<file path="config.mk">
export PLATFORM = sky130hd
export DESIGN_NAME = fetch_ctrl_flat
export DESIGN_NICKNAME = d
export VERILOG_FILES = /design/src/rtl/fetch_ctrl_pkg.sv /design/src/rtl/fetch_ctrl_if.sv /design/src/rtl/fetch_ctrl.sv /design/src/flat_wrapper.sv
export SDC_FILE = /design/constraint.sdc
export NUM_CORES = 1
export LEC_CHECK = 0
export ABC_AREA = 1
export CORE_MARGIN = 5
export CORE_UTILIZATION = 37
export CTS_BUF_LIST = sky130_fd_sc_hd__clkbuf_4 sky130_fd_sc_hd__clkbuf_8 sky130_fd_sc_hd__clkbuf_16
export CTS_CLUSTER_DIAMETER = 80
export DETAILED_ROUTE_END_ITERATION = 8
export MAX_ROUTING_LAYER = met4
export PLACE_DENSITY = 0.92
export SETUP_SLACK_MARGIN = 0.5
export SLEW_MARGIN = 0
export SYNTH_ARGS = -nofsm -noshare
export SYNTH_HDL_FRONTEND = slang
export SYNTH_SLANG_ARGS = --single-unit
export TNS_END_PERCENT = 1
</file>
<file path="constraint.sdc">
create_clock -name clk -period 1.6 [get_ports clk]
set_input_delay 0.32 -clock clk [delete_from_list [all_inputs] [get_ports clk]]
set_output_delay 0.32 -clock clk [all_outputs]
set_load 0.01 [all_outputs]
</file>
<file path="src/rtl/fetch_ctrl_pkg.sv">
// Shared types and constants for the instruction-fetch sequencer.
package fetch_pkg;

  // Fetch sequencer states; at most one fetch is ever outstanding.
  typedef enum logic [1:0] {
    IDLE = 2'd0,
    REQ  = 2'd1,
    WAIT = 2'd2,
    DROP = 2'd3
  } fetch_state_t;

  // Byte distance between sequential instructions.
  localparam int unsigned PC_INCR = 4;

  // Width of the redirect target bus coming from branch resolution.
  localparam int unsigned BR_W = 32;

endpackage : fetch_pkg

</file>
<file path="src/rtl/fetch_ctrl_if.sv">
// Instruction-memory request/response handshake between fetch and imem.
interface fetch_ctrl_if #(
  parameter int unsigned PC_W = 9
);

  logic            Imem_Req;
  logic [PC_W-1:0] Imem_Addr;
  logic            Imem_Gnt;
  logic            Imem_Rvalid;
  logic            Imem_Rready;

  // Fetch side drives the address channel and the read-data ready.
  modport master (
    output Imem_Req,
    output Imem_Addr,
    output Imem_Rready,
    input  Imem_Gnt,
    input  Imem_Rvalid
  );

  // Memory side answers with grant and read-data valid.
  modport slave (
    input  Imem_Req,
    input  Imem_Addr,
    input  Imem_Rready,
    output Imem_Gnt,
    output Imem_Rvalid
  );

endinterface : fetch_ctrl_if

</file>
<file path="src/rtl/fetch_ctrl.sv">
// Instruction-fetch sequencer: owns the PC, drives the imem handshake,
// applies branch redirects with pipeline flushes and drops wrong-path data.
module fetch_ctrl
  import fetch_pkg::*;
#(
  parameter int unsigned     PC_W     = 9,
  parameter logic [PC_W-1:0] RESET_PC = '0
) (
  input  logic              clk,
  input  logic              reset,
  input  logic              Stall,
  input  logic              PcSel,
  input  logic [BR_W-1:0]   BrPC,
  fetch_ctrl_if.master      imem,
  output logic              Instr_Valid,
  output logic [PC_W-1:0]   Instr_PC,
  output logic              Flush_IFID,
  output logic              Flush_IDEX,
  output logic              Target_Err
);

  fetch_state_t    state_q, state_d;
  logic [PC_W-1:0] pc_q, pc_d;
  logic            terr_q, terr_d;

  logic            redirect;
  logic            bad_tgt;
  logic            rsp_accept;
  logic [PC_W-1:0] redirect_tgt;
  logic [PC_W-1:0] pc_inc;

  logic            req_c;
  logic            rready_c;
  logic            ivalid_c;
  logic            flush_c;

  // Redirect decode: target is word-aligned, out-of-range or misaligned
  // targets are still followed but flagged.
  always_comb begin
    redirect     = PcSel && (state_q != IDLE);
    redirect_tgt = {BrPC[PC_W-1:2], 2'b00};
    bad_tgt      = (BrPC[1:0] != 2'b00) || (BrPC[BR_W-1:PC_W] != '0);
    pc_inc       = pc_q + PC_W'(PC_INCR);
  end

  // State, PC and sticky error registers.
  always_ff @(posedge clk or posedge reset) begin
    if (reset) begin
      state_q <= IDLE;
      pc_q    <= RESET_PC;
      terr_q  <= 1'b0;
    end else begin
      state_q <= state_d;
      pc_q    <= pc_d;
      terr_q  <= terr_d;
    end
  end

  // Next-state, next-PC mux and handshake outputs.
  always_comb begin
    state_d    = state_q;
    pc_d       = pc_q;
    terr_d     = terr_q;
    req_c      = 1'b0;
    rready_c   = 1'b0;
    ivalid_c   = 1'b0;
    flush_c    = 1'b0;
    rsp_accept = 1'b0;

    if (redirect) begin
      flush_c = 1'b1;
      if (bad_tgt) begin
        terr_d = 1'b1;
      end
    end

    unique case (state_q)
      IDLE: begin
        state_d = REQ;
      end

      REQ: begin
        req_c = 1'b1;
        if (redirect) begin
          pc_d    = redirect_tgt;
          // A fetch granted alongside the redirect is already stale.
          state_d = imem.Imem_Gnt ? DROP : REQ;
        end else if (imem.Imem_Gnt) begin
          state_d = WAIT;
        end
      end

      WAIT: begin
        rready_c   = !Stall;
        rsp_accept = imem.Imem_Rvalid && !Stall;
        if (redirect) begin
          pc_d    = redirect_tgt;
          // Response still in flight must be swallowed before refetching.
          state_d = rsp_accept ? REQ : DROP;
        end else if (rsp_accept) begin
          ivalid_c = 1'b1;
          pc_d     = pc_inc;
          state_d  = REQ;
        end
      end

      DROP: begin
        rready_c = 1'b1;
        if (redirect) begin
          pc_d = redirect_tgt;
        end
        if (imem.Imem_Rvalid) begin
          state_d = REQ;
        end
      end

      default: begin
        state_d = IDLE;
      end
    endcase
  end

  // Output drive; the fetch address always tracks the PC register.
  assign imem.Imem_Req    = req_c;
  assign imem.Imem_Addr   = pc_q;
  assign imem.Imem_Rready = rready_c;
  assign Instr_Valid      = ivalid_c;
  assign Instr_PC         = ivalid_c ? pc_q : '0;
  assign Flush_IFID       = flush_c;
  assign Flush_IDEX       = flush_c;
  assign Target_Err       = terr_q;

endmodule : fetch_ctrl

</file>
<file path="src/flat_wrapper.sv">
// flat-port wrapper written by rule: the top's interface ports become plain ports
module fetch_ctrl_flat import fetch_pkg::*;
#(
  parameter int unsigned     PC_W     = 9,
  parameter logic [PC_W-1:0] RESET_PC = '0
)
  (clk, reset, Stall, PcSel, BrPC, Instr_Valid, Instr_PC, Flush_IFID, Flush_IDEX, Target_Err, imem_Imem_Req, imem_Imem_Addr, imem_Imem_Rready, imem_Imem_Gnt, imem_Imem_Rvalid);
  fetch_ctrl_if #(.PC_W(PC_W)) imem_i ();
  input  logic clk;
  input  logic reset;
  input  logic Stall;
  input  logic PcSel;
  input  logic [BR_W-1:0] BrPC;
  output logic Instr_Valid;
  output logic [PC_W-1:0] Instr_PC;
  output logic Flush_IFID;
  output logic Flush_IDEX;
  output logic Target_Err;
  output wire logic [$bits(imem_i.Imem_Req)-1:0] imem_Imem_Req;
  output wire logic [$bits(imem_i.Imem_Addr)-1:0] imem_Imem_Addr;
  output wire logic [$bits(imem_i.Imem_Rready)-1:0] imem_Imem_Rready;
  input wire logic [$bits(imem_i.Imem_Gnt)-1:0] imem_Imem_Gnt;
  input wire logic [$bits(imem_i.Imem_Rvalid)-1:0] imem_Imem_Rvalid;
  assign imem_Imem_Req = imem_i.Imem_Req;
  assign imem_Imem_Addr = imem_i.Imem_Addr;
  assign imem_Imem_Rready = imem_i.Imem_Rready;
  assign imem_i.Imem_Gnt = imem_Imem_Gnt;
  assign imem_i.Imem_Rvalid = imem_Imem_Rvalid;
  fetch_ctrl #(.PC_W(PC_W), .RESET_PC(RESET_PC)) u_core (.clk(clk), .reset(reset), .Stall(Stall), .PcSel(PcSel), .BrPC(BrPC), .imem(imem_i), .Instr_Valid(Instr_Valid), .Instr_PC(Instr_PC), .Flush_IFID(Flush_IFID), .Flush_IDEX(Flush_IDEX), .Target_Err(Target_Err));
endmodule
</file>
; ---- Word-level counts from Yosys, hierarchy flattened
; Index checks and enable logic that the tools add are counted.
[totals]
reg_bits = 12
in_bits = 38
output_inout_bits = 24
[op_classes]
n_addsub = 1
n_eq_ne = 7
n_mux = 19
n_reduce_logical = 13
[ops]
columns = operator, count
row1 = two-way mux 9 bit, 4
row2 = nonzero test 23 bit, 1
row3 = one-hot mux 9 bit (2 select lines), 1
row4 = two-way mux 2 bit, 7
row5 = adder 9 x 3 -> 9 bit (second input constant), 1
row6 = one-hot mux 2 bit (4 select lines), 1
row7 = AND reduction 3 bit, 2
row8 = nonzero test 2 bit, 3
row9 = two-way mux 1 bit, 5
row10 = equality test 2 bit (second input constant), 2
row11 = inequality test 3 x 1 -> 1 bit (second input constant), 1
row12 = inequality test 3 x 2 -> 1 bit (second input constant), 1
row13 = equality test 2 x 1 -> 1 bit (second input constant), 1
row14 = logical AND 1 bit, 2
row15 = logical NOT 2 bit, 1
row16 = inequality test 2 x 1 -> 1 bit (second input constant), 1
row17 = inequality test 2 bit (second input constant), 1
row18 = one-hot mux 1 bit (2 select lines), 1
row19 = AND reduction 2 bit, 1
row20 = OR reduction 2 bit, 1
row21 = logical NOT 1 bit, 1
row22 = logical OR 1 bit, 1

; ---- Depth between registers and ports, before layout
[depth]
word_depth = 6
ltp_mapped = 10
mapped_depth_nobuf = 10

; ---- Worst setup path after synthesis
; No wires, ideal clock.
[synth_timing]
kind = register to output
start = register u_core.state_q[0]
end = output port Instr_PC[2]
t_arrival_ps = 1338
t_required_ps = 1280
path_slack_ps = -58
stages_incl_launch_ff = 7
cell_sequence = dfrtp_1 inv_1 ha_1 inv_1 nor3_2 inv_1 nor2_1
[synth_between]
elab_chain_cells = 5
[synth_rtl]
columns = item, line
row1 = from (decl), fetch_ctrl.sv:22  ; fetch_state_t state_q, state_d;
row2 = from (signal assigned), fetch_ctrl.sv:53  ; state_q <= state_d;
row3 = nonzero test 2 bit, fetch_ctrl.sv:40  ; redirect = PcSel && (state_q != IDLE);
row4 = logical AND 1 bit, fetch_ctrl.sv:40
row5 = two-way mux 1 bit, fetch_ctrl.sv:96  ; if (redirect) begin
row6 = two-way mux 1 bit *, fetch_ctrl.sv:77  ; unique case (state_q)
row7 = net Instr_Valid, flat_wrapper.sv:14  ; output logic Instr_Valid;
row8 = two-way mux 9 bit *, fetch_ctrl.sv:128  ; assign Instr_PC = ivalid_c ? pc_q : '0;
row9 = to (decl), flat_wrapper.sv:15  ; output logic [PC_W-1:0] Instr_PC;
; Mark *: on every way through the listed nets, which the timed path passes. The rest lies on a longest branch.

; ---- Worst setup path in the final report
[layout_timing]
start = register u_core.state_q[0]
end = output port Instr_PC[3]
[layout_between]
elab_chain_cells = 5
[layout_rtl]
columns = item, line
row1 = nonzero test 2 bit, fetch_ctrl.sv:40
row2 = logical AND 1 bit, fetch_ctrl.sv:40
row3 = two-way mux 1 bit, fetch_ctrl.sv:96
row4 = two-way mux 1 bit *, fetch_ctrl.sv:77
row5 = two-way mux 9 bit *, fetch_ctrl.sv:128
; Mark *: on every way between the ends. The rest lies on a longest branch, timed or not.

==> flow_metrics.env <==
export IMPL_status="finished, violations left"
export IMPL_violations="negative setup slack"
export IMPL_vias_per_cell=4.50
export IMPL_worst_setup_path_end_kind="output pin"
export IMPL_row_count=18
export IMPL_cts_tree="built"
export IMPL_postRouteAntennaNets=0
export IMPL_dieArea_sq_um=3810
export IMPL_drc=0
export IMPL_critPathArrivalTime_ns=1.62
export IMPL_critical_path_class="register to output pin"
export IMPL_grt_pass1_wl_um=5190
export IMPL_cpMostUsedCell="buf_6"
export IMPL_peakVddDrop_uv=1160
export IMPL_syn_area_sq_um=988
export IMPL_antenna_found_initial=0
export IMPL_cts_made_buffers=3
export IMPL_portBuffers=57
export IMPL_clockBufferDepth=2
export IMPL_syn_instance_count=160
export IMPL_cap_viol_max_count=0
export IMPL_cpPeakStageDelay_ns=0.39
export IMPL_setup_violations=12
export IMPL_finalNetCount=284
export IMPL_timing_hold_ws_ns=0.344
export IMPL_post_route_period_util=1.21
export IMPL_fmax_mhz=516
export IMPL_htreeDepth=1
export IMPL_grt_pass1_vias=1259
export IMPL_cp_max_fo=6
export IMPL_core_sq_um=2520
export IMPL_clk_latency_ns=0.26
export IMPL_finalWorstSetupSlack_ns=-0.336
export IMPL_r2r_start="u_core.state_q[0]$_DFFE_PP0P_"
export IMPL_final_common_cell="nand2_1"
export IMPL_hp_class="primary input to asynchronous set/reset pin"
export IMPL_ys_ff_latch=10
export IMPL_seq_area_frac_synth=0.253
export IMPL_final_cell_mix="40 x nand2_1, 37 x clkdlybuf4s50_1, 25 x inv_1, 21 x nor2_1, 21 x buf_6"
export IMPL_final_setup_skew_ns=0.00361
export IMPL_ys_warn_count=0
export IMPL_die_y_um=61.7
export IMPL_gr_usage_all_layers=0.189
export IMPL_holdBufCountCts=0
export IMPL_boundaryPins=62
export IMPL_cts_num_sinks=10
export IMPL_hold_viol_final=0
export IMPL_p_per_area_nw_per_um2=1420
export IMPL_fp_dieW_um=61.7
export IMPL_vias=1210
export IMPL_finalInstanceArea_sq_um=1900
export IMPL_dp_hpwl_um=2540
export IMPL_diodes=0
export IMPL_dpl_cell_area_sq_um=1780
export IMPL_cts_root_buf="clkbuf_4"
export IMPL_crit_path_start_kind="register"
export IMPL_avgSynthCellArea_sq_um=6.18
export IMPL_rr_worst_depth=12
export IMPL_grt_ovfl_total=0
export IMPL_first_pass_iters=4
export IMPL_min_period_ns=1.94
export IMPL_worst_path_max_delay_cell="dfrtp_1"
export IMPL_grt_setup_unrepaired="yes"
export IMPL_floorplan_initialDensity=0.392
export IMPL_totalPowerFinal_mw=2.69
export IMPL_grt_max_degree=11
export IMPL_synth_distinct_cells=22
export IMPL_gp_congestion=0.895
export IMPL_cts_reportedPaths_clkPinSlew_ns=0.06
export IMPL_wl_per_cell_um=11.7
export IMPL_maxSlewViolCount=0
export IMPL_p_leak_nw=0.934
export IMPL_first_iter_violations=33
export IMPL_dp_slack_ns=-0.611
export IMPL_worstPathRequired_ns=1.28
export IMPL_drive_above_1_share=0.310
export IMPL_drt_wl_total_um=3140
export IMPL_path_cells="inv_2, buf_6, ha_4, nor2_4, nor3_4, inv_4, buf_6, nor2_4, buf_6"
export IMPL_startpoint="u_core.state_q[0]$_DFFE_PP0P_"
export IMPL_area_delta_synth_final_pct=91.9
export IMPL_nFillCells=209
[final timing paths]
check / end / slack, ns
min in group clk: u_core.Target_Err$_DFFE_PP0P_ / 0.51
max: Instr_PC[3] / -0.34
max in group asynchronous: u_core.state_q[1]$_DFFE_PP0P_ / 0.94
min reg2reg: u_core.Target_Err$_DFFE_PP0P_ / 0.51
min: u_core.imem.Imem_Addr[6]$_DFFE_PP0P_ / 0.34
max reg2reg: u_core.imem.Imem_Addr[5]$_DFFE_PP0P_ / -0.01
[worst max-delay path, delay by kind of cell, from the launching register on]
family	cells	cell delay, ns
fa+ha+maj	1	0.13
buf+inv	5	0.55
flops	1	0.39
simple gates	3	0.28
[synth_stat cells]
library cell | number | area (sq um)
and2_1 | 1 | 6.26
inv_2 | 2 | 7.51
xnor2_1 | 1 | 8.76
nand3_2 | 1 | 10.0
o21ai_2 | 1 | 8.76
inv_1 | 29 | 109
nor2_4 | 3 | 33.8
dfrtp_1 | 10 | 250
or2_0 | 1 | 6.26
xor2_1 | 2 | 17.5
buf_4 | 5 | 37.5
nor3_2 | 1 | 10.0
o21ai_0 | 8 | 40.0
nand2_4 | 3 | 33.8
conb_1 | 1 | 3.75
inv_4 | 1 | 6.26
o21ai_1 | 5 | 25.0
nand2_1 | 42 | 158
nand3_1 | 8 | 40.0
ha_1 | 5 | 62.6
clkinv_2 | 1 | 5.00
nor2_1 | 29 | 109
[layout make-up]
| class | count | area (sq um) | area share |
|---|---|---|---|
| Inverter | 33 | 134 | 0.0706 |
| Timing Repair Buffer | 78 | 759 | 0.400 |
| Sequential cell | 10 | 251 | 0.133 |
| Multi-Input combinational cell | 115 | 692 | 0.365 |
| Clock buffer | 3 | 22.5 | 0.0119 |
| Tap cell | 30 | 37.5 | 0.0198 |
[logic make-up (layout without fill, tap and decap cells)]
logic type | after synthesis | count (layout) | share of synthesized area
other | 1 | 4 | 0.00379
flip-flops | 10 | 10 | 0.253
buffers and inverters | 38 | 114 | 0.167
adder cells (fa/ha/maj) | 5 | 5 | 0.0633
AND/OR/NAND/NOR | 89 | 89 | 0.411
AO/OA/AOI/OAI | 14 | 14 | 0.0747
XOR/XNOR | 3 | 3 | 0.0266
[where the power goes]
group | switching (mW) | internal (mW)
Clock | 0.0832 | 0.0868
Sequential | 0.0842 | 0.375
Combinational | 1.09 | 0.974
Total | 1.25 | 1.44
[state kept, by name, indices dropped and copies added, names as in the netlist]
name                   cells
u_core.imem.Imem_Addr      7
u_core.state_q             2
u_core.Target_Err          1
[layer usage]
layer | vias up | wire, um | global-route usage | part of all wire
met5 | - | 0 | - | 0
met4 | 0 | 46 | 0.0515 | 0.015
met3 | 6 | 160 | 0.0252 | 0.051
met2 | 34 | 1700 | 0.351 | 0.54
met1 | 543 | 1230 | 0.207 | 0.39
li1 | 627 | - | - | -
[timing repair]
action / in CTS / in global routing
resized for setup: 102 / 4
buffers inserted: 3 / 0
endpoints found under the setup margin: 29 / 30
pin swaps: 8 / 5
[per-stage QoR]
step | setup TNS [ns] | cells | util
detailed placement | -6.01 | 263 | 0.706
floorplan | 0 | 163 | -
CTS | -2.54 | 269 | 0.750
finish | -2.41 | 269 | 0.752
global route | -3.85 | 269 | 0.752
global placement | -5.51 | 263 | 0.706
Note: power is estimated with default switching activity, not from simulation.
